**config.mk**
```make
export PLATFORM = sky130hd
export DESIGN_NAME = cmp_sweep_golden
export DESIGN_NICKNAME = d
export VERILOG_FILES = /design/src/rtl/cmp_sweep_golden.sv
export SDC_FILE = /design/constraint.sdc
export NUM_CORES = 1
export LEC_CHECK = 0
export ABC_AREA = 1
export CAP_MARGIN = 10
export CORE_AREA = 4 4 41 43
export DETAILED_ROUTE_END_ITERATION = 6
export DIE_AREA = 0 0 45 47
export DONT_BUFFER_PORTS = 1
export GPL_TIMING_DRIVEN = 1
export PLACE_DENSITY = 0.31
export SLEW_MARGIN = 20
export SYNTH_ARGS = -nofsm -noshare
export SYNTH_HDL_FRONTEND = slang
export SYNTH_SLANG_ARGS = --single-unit
```
**constraint.sdc**
```tcl
create_clock -name vclk -period 3.3
set_input_delay 0.66 -clock vclk [all_inputs]
set_output_delay 0.66 -clock vclk [all_outputs]
set_load 0.1 [all_outputs]
```
**src/rtl/cmp_sweep_golden.sv**
```systemverilog
//------------------------------------------------------------------------------
// cmp_sweep_golden : combinational unsigned reference comparator
// Revision: 1.0
//------------------------------------------------------------------------------
`default_nettype none

module cmp_sweep_golden #(
    parameter int WIDTH = 5
) (
    input  logic [WIDTH-1:0] i_a,
    input  logic [WIDTH-1:0] i_b,
    output logic             o_eq,
    output logic             o_gt,
    output logic             o_lt
);

    assign o_eq = (i_a == i_b);
    assign o_gt = (i_a >  i_b);
    assign o_lt = (i_a <  i_b);

endmodule

`default_nettype wire

```
==> flow_metrics.env <==
export IMPL_hold_viol_final=0
export IMPL_grt_start_max_net_pins=4
export IMPL_p_leak_uw=0.000124
export IMPL_drive_above_1_share=0.308
export IMPL_cts_resized=0
export IMPL_period_share=0.713
export IMPL_vdd_drop_max_mv=0.173
export IMPL_crit_path_max_fanout=3
export IMPL_vias=140
export IMPL_nNetsFinal=43
export IMPL_grt_pass1_wl_um=538
export IMPL_startpoint="i_b[4]"
export IMPL_synth_compound_area_frac=0.0325
export IMPL_power_total_uw=54.5
export IMPL_clock_fmax_mhz=425
export IMPL_post_route_min_period_ps=2350
export IMPL_startpoint_type="primary input"
export IMPL_wl_per_cell_um=7.93
export IMPL_tightest_slew_ps=280
export IMPL_synthMuxAreaShare=0
export IMPL_status="finished clean"
export IMPL_antenna_found_initial=0
export IMPL_place_congestion=0.618
export IMPL_worstPathArrival_ps=1690
export IMPL_dp_hpwl_um=320
export IMPL_synth_cell_types=8
export IMPL_ff_latch_area_um2=0
export IMPL_power_density_nw_per_um2=271
export IMPL_num_clock_buffers=0
export IMPL_yosys_area_share_simple=0.390
export IMPL_setup_viol=0
export IMPL_post_cts_setup_buffers=0
export IMPL_cp_end_kind="output port"
export IMPL_finalMaxSlewViolations=0
export IMPL_min_from="i_a[4]"
export IMPL_dr_pass1_iters=3
export IMPL_syn2layout_area_growth_pct=30.9
export IMPL_design_area_um2=201
export IMPL_grt_usage=0.0323
export IMPL_synth_fa_ha_area_frac=0.407
export IMPL_dp_worst_setup_slack_ps=943
export IMPL_viasPerCell=3.41
export IMPL_crit_required_ps=2640
export IMPL_port_buffers=0
export IMPL_pin_count=13
export IMPL_synth_top_family_by_area="adder cells"
export IMPL_syn_area_um2=154
export IMPL_core_area_um2=1300
export IMPL_rsz0062_at_grt="no"
export IMPL_drt_iter0_drc=3
export IMPL_die_x_um=45
export IMPL_synth_fp_nets=38
export IMPL_avgSynthCellArea_um2=6.69
export IMPL_hold_path_class="in2out"
export IMPL_fin_setup_tns_ps=0
export IMPL_die_area_um2=2120
export IMPL_core_rowCount=13
export IMPL_slew_headroom=0.815
export IMPL_drc_errors=0
export IMPL_final_setup_worst_slack_ps=948
export IMPL_synthXorXnorAreaFrac=0
export IMPL_dpl_cell_area_um2=201
export IMPL_postCtsHoldBufs=0
export IMPL_initial_utilization=0.118
export IMPL_antenna_left=0
export IMPL_fillCellCount=165
export IMPL_grt_pass1_vias=144
export IMPL_maxCapViolCount=0
export IMPL_overflow=0
export IMPL_path_class="in2out"
export IMPL_dieHeight_um=47
export IMPL_synth_warnings=0
export IMPL_postRouteWirelength_um=325
export IMPL_ys_seq_area_frac=0
export IMPL_n_antenna_cell=0
export IMPL_n_sequential_cell=0
export IMPL_synthCells=23
## stage by stage
stage / util / std cells / hold slack, ps
3_5_place_dp: 0.155 / 41 / 1830
6_report: 0.155 / 41 / 1820
3_3_place_gp: 0.155 / 41 / 1820
4_1_cts: 0.155 / 41 / 1830
2_1_floorplan: - / 23 / 1740
5_1_grt: 0.155 / 41 / 1860
## cells in the final DEF (no fill, tap or decap)
cell type and n:
a21oi_1 1, inv_1 7, nor3_2 1, nand2_1 5
nand2_2 1, ha_1 5, nor2_2 2, buf_4 3
nor3b_4 1
## cells by family after synthesis
family | Yosys count
buf+inv | 7
compound gates | 1
simple gates | 10
fa+ha+maj | 5
## final timing paths
| check | endpoint | slack (ps) | depth (start not counted) |
|---|---|---|---|
| max | o_gt | 950 | 7 |
| min | o_lt | 1820 | 5 |
## Yosys cell counts (all sizes together)
master | instances | area, um2
nor2 | 2 | 12.5
nor3 | 1 | 10.0
a21oi | 1 | 5.00
inv | 7 | 26.3
nor3b | 1 | 12.5
ha | 5 | 62.6
nand2 | 6 | 25.0
## cell type report
class / count / area (um2) / area share
multi-input cells: 16 / 134 / 0.665
repair buffers: 3 / 22.5 / 0.112
inverters: 7 / 26.3 / 0.130
well taps: 15 / 18.8 / 0.0932
## critical path, cell delays in order
cell and delay (ps):
inv_1 20, ha_1 290, nand2_2 100, nor3_2 190, nor2_2 70, nor2_2 70
buf_4 290
## metal layers
layer,share of wire,up-vias,global-route usage
li1,-,76,-
met1,0.46,55,0.0427
met2,0.44,9,0.0621
met3,0.098,0,0
met4,0,0,0
met5,0,-,0
## where the power goes
group          leakage [uW]  switching (uW)  total, uW  internal (uW)
registers                 0               0          0              0
logic              0.000124            41.4       54.5           13.1
clock network             0               0          0              0
No activity file was read; power rests on OpenSTA's default activity.
